## src/rtl/otter_xtea_mmio_if.sv

```systemverilog
// OTTER IOBUS slice seen by an MMIO peripheral: address, write data,
// write strobe from the MCU and read data back to the IOBUS_IN mux.
interface otter_xtea_mmio_if;
  logic [31:0] iobus_addr;
  logic [31:0] iobus_out;
  logic        iobus_wr;
  logic [31:0] iobus_in;

  modport master (
    output iobus_addr,
    output iobus_out,
    output iobus_wr,
    input  iobus_in
  );

  modport slave (
    input  iobus_addr,
    input  iobus_out,
    input  iobus_wr,
    output iobus_in
  );
endinterface

```

## src/rtl/otter_xtea_mmio.sv

```systemverilog
// XTEA block-cipher accelerator on the OTTER MMIO bus. One XTEA cycle
// (two Feistel rounds) completes per clock; a level interrupt reports done.
module otter_xtea_mmio #(
  parameter logic [31:0] BASE_ADDR  = 32'h1100_0400,
  parameter int unsigned NUM_CYCLES = 32
) (
  input  logic                     i_clk,
  input  logic                     i_reset,
  otter_xtea_mmio_if.slave         bus,
  output logic                     o_xtea_irq
);

  localparam logic [31:0] DELTA        = 32'h9E37_79B9;
  localparam logic [63:0] SUM_DEC_FULL = 64'(NUM_CYCLES) * {32'h0, DELTA};
  localparam logic [31:0] SUM_DEC      = SUM_DEC_FULL[31:0];
  localparam logic [5:0]  LAST_CYCLE   = 6'(NUM_CYCLES - 1);

  typedef enum logic {
    S_IDLE = 1'b0,
    S_RUN  = 1'b1
  } state_t;

  // XTEA mixing term applied to one half of the block
  function automatic logic [31:0] mix(input logic [31:0] x);
    return ((x << 3'd4) ^ (x >> 3'd5)) + x;
  endfunction

  state_t      r_state;
  logic [31:0] r_key [4];
  logic [31:0] r_v0;
  logic [31:0] r_v1;
  logic [31:0] r_sum;
  logic [5:0]  r_cnt;
  logic        r_mode;
  logic        r_irq_en;
  logic        r_done;

  logic        w_hit;
  logic [2:0]  w_sel;
  logic        w_wr;
  logic        w_busy;
  logic [31:0] w_enc_v0;
  logic [31:0] w_enc_sum;
  logic [31:0] w_enc_v1;
  logic [31:0] w_dec_v1;
  logic [31:0] w_dec_sum;
  logic [31:0] w_dec_v0;
  logic [31:0] w_rdata;

  assign w_hit  = (bus.iobus_addr[31:5] == BASE_ADDR[31:5]);
  assign w_sel  = bus.iobus_addr[4:2];
  assign w_wr   = bus.iobus_wr & w_hit;
  assign w_busy = (r_state == S_RUN);

  // Encrypt cycle: the second round uses the v0 and sum just produced.
  assign w_enc_v0  = r_v0 + (mix(r_v1) ^ (r_sum + r_key[r_sum[1:0]]));
  assign w_enc_sum = r_sum + DELTA;
  assign w_enc_v1  = r_v1 + (mix(w_enc_v0) ^ (w_enc_sum + r_key[w_enc_sum[12:11]]));

  // Decrypt cycle: undo the rounds in reverse order.
  assign w_dec_v1  = r_v1 - (mix(r_v0) ^ (r_sum + r_key[r_sum[12:11]]));
  assign w_dec_sum = r_sum - DELTA;
  assign w_dec_v0  = r_v0 - (mix(w_dec_v1) ^ (w_dec_sum + r_key[w_dec_sum[1:0]]));

  assign o_xtea_irq   = r_done & r_irq_en;
  assign bus.iobus_in = w_rdata;

  // Register file, IDLE/RUN sequencing and the cipher datapath
  always_ff @(posedge i_clk) begin
    if (i_reset) begin
      r_state  <= S_IDLE;
      for (int i = 0; i < 4; i++) begin
        r_key[i] <= 32'h0;
      end
      r_v0     <= 32'h0;
      r_v1     <= 32'h0;
      r_sum    <= 32'h0;
      r_cnt    <= 6'd0;
      r_mode   <= 1'b0;
      r_irq_en <= 1'b0;
      r_done   <= 1'b0;
    end else begin
      // Done clear is honoured in any state; completion below overrides it.
      if (w_wr && (w_sel == 3'd7) && bus.iobus_out[1]) begin
        r_done <= 1'b0;
      end
      case (r_state)
        S_IDLE: begin
          if (w_wr) begin
            case (w_sel)
              3'd0, 3'd1, 3'd2, 3'd3: r_key[w_sel[1:0]] <= bus.iobus_out;
              3'd4: r_v0 <= bus.iobus_out;
              3'd5: r_v1 <= bus.iobus_out;
              3'd6: begin
                r_mode   <= bus.iobus_out[1];
                r_irq_en <= bus.iobus_out[2];
                if (bus.iobus_out[0]) begin
                  r_state <= S_RUN;
                  r_done  <= 1'b0;
                  r_cnt   <= 6'd0;
                  r_sum   <= bus.iobus_out[1] ? SUM_DEC : 32'h0;
                end
              end
              default: ;
            endcase
          end
        end
        S_RUN: begin
          if (r_mode) begin
            r_v0  <= w_dec_v0;
            r_v1  <= w_dec_v1;
            r_sum <= w_dec_sum;
          end else begin
            r_v0  <= w_enc_v0;
            r_v1  <= w_enc_v1;
            r_sum <= w_enc_sum;
          end
          r_cnt <= r_cnt + 6'd1;
          if (r_cnt == LAST_CYCLE) begin
            r_state <= S_IDLE;
            r_done  <= 1'b1;
          end
        end
        default: r_state <= S_IDLE;
      endcase
    end
  end

  // Read-data mux; keys and the start bit read back as zero
  always_comb begin
    w_rdata = 32'h0;
    if (w_hit) begin
      case (w_sel)
        3'd4:    w_rdata = r_v0;
        3'd5:    w_rdata = r_v1;
        3'd6:    w_rdata = {29'h0, r_irq_en, r_mode, 1'b0};
        3'd7:    w_rdata = {30'h0, r_done, w_busy};
        default: w_rdata = 32'h0;
      endcase
    end else begin
      w_rdata = 32'h0;
    end
  end

endmodule

```

## src/flat_wrapper.sv

```systemverilog
// flat-port wrapper written by rule: the top's interface ports become plain ports
module otter_xtea_mmio_flat 
#(
  parameter logic [31:0] BASE_ADDR  = 32'h1100_0400,
  parameter int unsigned NUM_CYCLES = 32
)
  (i_clk, i_reset, o_xtea_irq, bus_iobus_addr, bus_iobus_out, bus_iobus_wr, bus_iobus_in);
  otter_xtea_mmio_if bus_i ();
  input  logic i_clk;
  input  logic i_reset;
  output logic o_xtea_irq;
  input wire logic [$bits(bus_i.iobus_addr)-1:0] bus_iobus_addr;
  input wire logic [$bits(bus_i.iobus_out)-1:0] bus_iobus_out;
  input wire logic [$bits(bus_i.iobus_wr)-1:0] bus_iobus_wr;
  output wire logic [$bits(bus_i.iobus_in)-1:0] bus_iobus_in;
  assign bus_i.iobus_addr = bus_iobus_addr;
  assign bus_i.iobus_out = bus_iobus_out;
  assign bus_i.iobus_wr = bus_iobus_wr;
  assign bus_iobus_in = bus_i.iobus_in;
  otter_xtea_mmio #(.BASE_ADDR(BASE_ADDR), .NUM_CYCLES(NUM_CYCLES)) u_core (.i_clk(i_clk), .i_reset(i_reset), .bus(bus_i), .o_xtea_irq(o_xtea_irq));
endmodule
```

## config.mk

```make
export PLATFORM = sky130hd
export DESIGN_NAME = otter_xtea_mmio_flat
export DESIGN_NICKNAME = d
export VERILOG_FILES = /design/src/rtl/otter_xtea_mmio_if.sv /design/src/rtl/otter_xtea_mmio.sv /design/src/flat_wrapper.sv
export SDC_FILE = /design/constraint.sdc
export NUM_CORES = 2
export LEC_CHECK = 0
export CORE_MARGIN = 1
export CORE_UTILIZATION = 60
export DETAILED_ROUTE_END_ITERATION = 8
export PLACE_DENSITY = 0.78
export SETUP_SLACK_MARGIN = 0.2
export SLEW_MARGIN = 20
export SYNTH_ARGS = -nofsm -noshare
export SYNTH_HDL_FRONTEND = slang
export SYNTH_SLANG_ARGS = --single-unit
export TNS_END_PERCENT = 1
```

## constraint.sdc

```tcl
create_clock -name i_clk -period 29.6 [get_ports i_clk]
set_clock_uncertainty 0.1 [all_clocks]
set_input_delay 5.92 -clock i_clk [delete_from_list [all_inputs] [get_ports i_clk]]
set_output_delay 5.92 -clock i_clk [all_outputs]
set_load 0.03 [all_outputs]
```

Word level (Yosys, flattened, before mapping)
Memories as Yosys holds them, arrays and structs flattened. A register that Yosys moved wholly into a read port is not among the register bits.
Index checks and enable logic that the tools add are counted.

word-level totals
  flip-flop bits (word level) = 106
  bits in latches = 0
  memory bits (writable) = 128
  ROM bits = 0
  bits of input ports = 67
  output and inout port bits = 33
  word-level logic and storage cells = 103
  memories kept = 1

memory list
  memory        words  width  read ports  clocked after Yosys merged registers in  wr ports  line                   source
  u_core.r_key  4      32     4           2                                        4         otter_xtea_mmio.sv:29  logic [31:0] r_key [4];

operators by class
  $add $sub $neg = 15
  $mul = 0
  div/mod/pow operators = 0
  magnitude comparators = 0
  equal/unequal tests = 14
  shift-type cells = 0
  muxes and demuxes = 45
  bitwise operators = 11
  reduce and logical (&&, ||, !) cells = 9

operators by type and width
  operator                                                            count
  32-bit 2-to-1 mux                                                   13
  32-bit adder                                                        10
  32-bit case mux with 2 select lines                                 3
  32-bit case mux with 4 select lines                                 1
  32-bit by 27-bit bitwise XOR with 32-bit output                     4
  32-bit bitwise XOR                                                  4
  32-bit subtractor                                                   2
  32-bit adder (second input constant)                                1
  32-bit OR reduction                                                 1
  32-bit subtractor (second input constant)                           1
  27-bit by 24-bit == test with 1-bit output (second input constant)  1
  6-bit 2-to-1 mux                                                    3
  1-bit 2-to-1 mux                                                    17
  3-bit == test (second input constant)                               4
  6-bit case mux with 2 select lines                                  1
  2-bit 2-to-1 mux                                                    5
  2-bit by 1-bit != test with 1-bit output (second input constant)    4
  6-bit by 1-bit adder with 6-bit output (second input constant)      1
  3-bit by 2-bit == test with 1-bit output (second input constant)    2
  6-bit by 5-bit == test with 1-bit output (second input constant)    1
  3-bit AND reduction                                                 2
  1-bit case mux with 2 select lines                                  2
  2-bit AND reduction                                                 2
  4-bit OR reduction                                                  1
  other kinds (6)                                                     8

Longest topological paths before layout
  depth in word-level cells = 10
  gate-level depth with buffers = 51

Worst setup path before layout
OpenSTA, ideal clock, no wires.

  kind = input -> output
  start point = input port bus_iobus_addr[3]
  end point = output port bus_iobus_in[20]
  arrival = 7.275 ns
  setup slack = 16.305 ns
  cell stages on the path = 6
  cell sequence = inv_1 -> and3_1 -> clkbuf_1 -> buf_1 -> a22oi_1 -> nor2_1

on the way
  longest elaborated chain between the ends = 3

RTL lines
  element                                line                    source
  from (decl)                            flat_wrapper.sv:12      input wire logic [$bits(bus_i.iobus_addr)-1:0] bus_iobus_addr;
  3-bit == test                          otter_xtea_mmio.sv:133  case (w_sel)
  32-bit case mux with 4 select lines *  otter_xtea_mmio.sv:133
  32-bit 2-to-1 mux *                    otter_xtea_mmio.sv:132  if (w_hit) begin
  to (decl)                              flat_wrapper.sv:15      output wire logic [$bits(bus_i.iobus_in)-1:0] bus_iobus_in;

Every way passes the cells marked *; elsewhere a longest branch is shown, timed or not.

Worst setup path in the final report
  start point = input port bus_iobus_addr[15]
  end point = output port bus_iobus_in[30]

on the way
  longest elaborated chain between the ends = 2

RTL lines
  element                                     line                    source
  27-bit by 24-bit == test with 1-bit output  otter_xtea_mmio.sv:50   assign w_hit = (bus.iobus_addr[31:5] == BASE_ADDR[31:5]);
  32-bit 2-to-1 mux                           otter_xtea_mmio.sv:132

Every way passes these cells.

==> results.txt <==
- Global router's overall resource usage: 0.429
- Combined area of all synthesized cells: 34,000 µm²
- Slew Viols, Final: 0
* Biggest fanout along the worst timing path: 31
- Routability-driven placement finished with a final weighted congestion of 1.09.
- In this run the most critical hold path is launched from u_core.r_cnt[5]$_SDFFE_PP0P_.
* Synthesized Nets: 4,373
- DPL Wire Length: 98,500 µm
* Reg2reg setup slack: 16.79 ns
* Post-synth EDFFs: 128
- For this design the total switching power over the nets is 0.339 mW.
- After detailed routing, the number of remaining DRC violations is 0.
* Signed area change from the synthesized netlist to the final layout: 7.73%
* Detail Route Antenna Nets: 0
* Highest clock frequency the design can meet: 66.7 MHz
- Max_cap viols: 0
- The run finished with clean final reports.
* Deepest level of the CTS H-tree: 1
- On the critical path, the stage with the largest delay is an instance of sky130_fd_sc_hd__clkdlybuf4s50_1.
- After detailed routing, the number of vias per cell comes to 6.93.
- Clock tree synthesis found a total of 238 sinks.
- Quantity of I/O buffers inserted on ports: 97
- The portion of synthesized area spent on multiplexers is 0.102.
- Count of warnings emitted by yosys: 0
- Worst path required time: 23.58 ns
- Starting Density: 0.612
- Overall overflow remaining after global route: 0
* Sw frac: 0.334
- Relative slew slack: 0.118
* Final Critical Period: 15.00 ns
- Total power density per cell area: 27.8 nW/µm²
- Number of cells on the worst hold path: 1
- In the final timing run, aggregate negative setup slack is 0 ns.
* Destination of the worst hold path: u_core.r_cnt[5]$_SDFFE_PP0P_
- Counting along the longest clock path gives a buffer depth of 3.
- Post-route worst setup slack: 14.60 ns
- Ordered list of cells on the worst path: clkdlybuf4s50_1, nor4_1, nand4_1, nor2_1, nand2_1, buf_4, nor3_1, clkdlybuf4s50_1
- Setup Viol. Count Final: 0
* Depth of the worst register-to-register path: 48
* Die Span X: 240 µm
* Storage element area: 6060 µm²
- STA classifies the critical path endpoint as an output pin.
- Gate count of the mapped netlist: 3,906
- Of the total synthesized cell area, the portion taken by full adders, half adders and majority gates is 0.150.
- Post-cts gate resize count: 0
* Post-synthesis xor/xnor area fraction: 0.164
* Fillers: 4,741
- Async SR Flop Fraction: 0
- Kind of critical path: in -> out
- For this design the static power due to leakage is 16.1 nW.
- Multi-input logic area: 26,900 µm²
* Iter 0 DRT Violations: 4,703
- For this design the top-level I/O count stands at 100.
* Top_reg_cell synth: sky130_fd_sc_hd__edfxtp_1
- The detailed router placed 32,500 vias in this run.
* Post-synthesis sequential element count: 238
* Critical Path Source Type: input port
- Max stage delay on crit path: 0.81 ns
- The share of the Yosys chip area taken by registers is 0.178.
- At the pin with the least slew margin, the transition time is 1.31 ns.
* Portion of total power attributed to combinational logic: 0.278
* Final routed wire length divided by cell count: 26.7 µm
- Arrival time at the worst endpoint: 8.98 ns
* Hold_buf cts: 0
- The tightest hold path in the finished design has a slack of 0.376 ns.
- The share of the synthesized area in compound gates (AO/OA/AOI/OAI) was 0.227.
- Entering global routing, the biggest net connects 71 pins.
- Total setup buffers inserted after CTS: 0
* Dpl ws: 14.75 ns
- Hold Crit Class: reg -> reg
- Of the total power, the clock network draws 0.371.
- The via count of the first global-routing pass is 29,300.
- Clock tree synthesis inserted a total of 28 buffers.
* Root buf cell: sky130_fd_sc_hd__clkbuf_16
- TritonCTS clock tree: done
* Synthesized area per cell: 8.69 µm²
- The endpoint identified for the worst register-to-register timing path is u_core.r_v1[31]$_SDFFE_PP0P_.
* Total number of nets in the final design: 4,384
- Netlist cell types: 93
* Global-route wire length before repair: 183,000 µm
- Setup repair after global routing left no endpoint under its margin.
- Part of the total power dissipated in sequential elements: 0.351
* Core Area: 55,500 µm²
* Die Outline Area: 57,600 µm²
- Antenna violations before repair: 3
- The floorplan step set the die height to 240 µm.
- Dominant combinational cell family by area after synthesis: compound AO/OA/AOI/OAI gates
- For this block, the routed nets add up to 125,000 µm of wire.
- The count of final hold-check violations was 0.
- Clk_lat worst skew: 0.61 ns
- Share of the cycle needed by the critical path after routing: 0.507
* Length of the first detailed-routing pass in iterations: 8
- Worst IR Drop VDD: 0.0000432 V
* Fraction of layout instances using a drive strength above 1: 0.0691
* Total power after layout: 1.02 mW
- Of the total synthesized cell area, the portion taken by AND, OR, NAND and NOR gates is 0.149.
- The cell that appears most often on the critical path is sky130_fd_sc_hd__clkdlybuf4s50_1.
- Standard-cell row count: 86
* Internal power: 0.677 mW
* Clock transition at path regs: 0.06 ns
placed cells by master, fill, tap and decap left out, types with 33 or more instances in the layout:
master / synthesis / routed
sky130_fd_sc_hd__dfxtp_1: 110 / 105
sky130_fd_sc_hd__ha_1: 388 / 388
sky130_fd_sc_hd__inv_1: 117 / 115
sky130_fd_sc_hd__and3_1: 114 / 114
sky130_fd_sc_hd__nand2b_1: 39 / 39
sky130_fd_sc_hd__o21bai_1: 57 / 55
sky130_fd_sc_hd__edfxtp_1: 128 / 128
sky130_fd_sc_hd__nor2_1: 256 / 253
sky130_fd_sc_hd__nand3_1: 58 / 58
sky130_fd_sc_hd__o21a_1: 42 / 42
sky130_fd_sc_hd__a21o_1: 201 / 201
sky130_fd_sc_hd__nor3_1: 54 / 53
sky130_fd_sc_hd__clkdlybuf4s50_1: 0 / 96
sky130_fd_sc_hd__buf_4: 3 / 36
sky130_fd_sc_hd__and2_1: 75 / 75
sky130_fd_sc_hd__xnor2_1: 413 / 410
sky130_fd_sc_hd__a211oi_1: 120 / 120
sky130_fd_sc_hd__nand2_1: 252 / 252
sky130_fd_sc_hd__mux2i_1: 49 / 49
sky130_fd_sc_hd__mux4_2: 129 / 129
sky130_fd_sc_hd__o21ai_1: 53 / 53
sky130_fd_sc_hd__a31oi_1: 36 / 35
sky130_fd_sc_hd__o21ai_0: 117 / 117
sky130_fd_sc_hd__nor2b_1: 56 / 56
sky130_fd_sc_hd__xor2_1: 208 / 208
sky130_fd_sc_hd__nand4_1: 33 / 33
sky130_fd_sc_hd__a21oi_1: 337 / 337
Yosys cell counts, types with 18 or more instances:
cell / count / area share
sky130_fd_sc_hd__nand3_1: 58 / 0.0085
sky130_fd_sc_hd__edfxtp_1: 128 / 0.11
sky130_fd_sc_hd__nor3_1: 54 / 0.0080
sky130_fd_sc_hd__mux2i_1: 49 / 0.014
sky130_fd_sc_hd__mux4_2: 129 / 0.086
sky130_fd_sc_hd__a31oi_1: 36 / 0.0066
sky130_fd_sc_hd__a22oi_1: 32 / 0.0071
sky130_fd_sc_hd__a211oi_1: 120 / 0.027
sky130_fd_sc_hd__a21o_1: 201 / 0.044
sky130_fd_sc_hd__xnor2_1: 413 / 0.11
sky130_fd_sc_hd__nor2_1: 256 / 0.028
sky130_fd_sc_hd__clkbuf_1: 118 / 0.013
sky130_fd_sc_hd__nand2b_1: 39 / 0.0072
sky130_fd_sc_hd__or3_1: 18 / 0.0033
sky130_fd_sc_hd__inv_1: 117 / 0.013
sky130_fd_sc_hd__and3_1: 114 / 0.021
sky130_fd_sc_hd__o21ai_1: 53 / 0.0078
sky130_fd_sc_hd__nand2_1: 252 / 0.028
sky130_fd_sc_hd__dfxtp_1: 110 / 0.065
sky130_fd_sc_hd__buf_1: 23 / 0.0025
sky130_fd_sc_hd__ha_1: 388 / 0.14
sky130_fd_sc_hd__o21a_1: 42 / 0.0093
sky130_fd_sc_hd__xor2_1: 208 / 0.054
sky130_fd_sc_hd__and2_1: 75 / 0.014
sky130_fd_sc_hd__nand4_1: 33 / 0.0061
sky130_fd_sc_hd__o211ai_1: 20 / 0.0044
sky130_fd_sc_hd__o21ai_0: 117 / 0.017
sky130_fd_sc_hd__nor2b_1: 56 / 0.010
sky130_fd_sc_hd__a21oi_1: 337 / 0.050
sky130_fd_sc_hd__o21bai_1: 57 / 0.013
layer usage:
metal  vias to the layer above  part of all wire  track usage
met5                         -           0.00022            0
met3                       291              0.16        0.144
li1                      14600                 -            -
met4                         4             0.038        0.137
met2                      2194              0.40        0.600
met1                     15400              0.40        0.614
worst max path at each step:
stage / start / to
after floorplan: bus_iobus_addr[3] / bus_iobus_in[20]
final: bus_iobus_addr[15] / bus_iobus_in[30]
after global placement: bus_iobus_addr[15] / bus_iobus_in[30]
after detailed placement: bus_iobus_addr[15] / bus_iobus_in[30]
after CTS: bus_iobus_addr[15] / bus_iobus_in[30]
after global routing: bus_iobus_addr[9] / bus_iobus_in[30]
stage by stage:
step / cells / util / cell area [µm²]
after floorplan: 3906 / - / 34000
after global placement: 4635 / 0.641 / 35600
after detailed placement: 4635 / 0.641 / 35600
after CTS: 4686 / 0.659 / 36600
after global routing: 4686 / 0.659 / 36600
final: 4688 / 0.659 / 36600
worst max-delay path: cells and delay by family:
kind / cells / cell delay, ns
buf+inv: 3 / 1.55
simple gates: 5 / 1.49
cell families after synthesis:
group,count (synthesis)
muxes,184
buffers and inverters,271
xor gates and xnor gates,627
AOI/OAI and AO/OA,1166
and+or+nand+nor,1020
adders and majority gates,400
DFF,238
area by class of cell:
type / count / area share
clock inverter: 19 / 0.00609
clock buffer: 32 / 0.0201
inverter: 120 / 0.0123
tap: 748 / 0.0256
multi-input combinational: 3397 / 0.737
sequential: 238 / 0.166
antenna: 2 / 0.000137
timing repair buffer: 132 / 0.0337
sequential cells by signal, indices dropped and copies added, names as in the netlist, named ones only:
name / cells
u_core.r_key: 128
u_core.r_state: 1
u_core.r_cnt: 6
u_core.r_irq_en: 1
u_core.r_done: 1
u_core.r_v1: 32
u_core.r_v0: 32
u_core.r_mode: 1
u_core.r_sum: 32
power groups by stage:
stage | Clock (mW) | Sequential, mW | Combinational (mW)
6_report | 0.377 | 0.356 | 0.282
5_1_grt | 0.388 | 0.357 | 0.299
4_1_cts | 0.378 | 0.356 | 0.271
3_5_place_dp | 0 | 0.363 | 0.269
3_3_place_gp | 0 | 0.362 | 0.267
2_1_floorplan | 0 | 0.361 | 0.189
(Power assumes the default switching activity.)
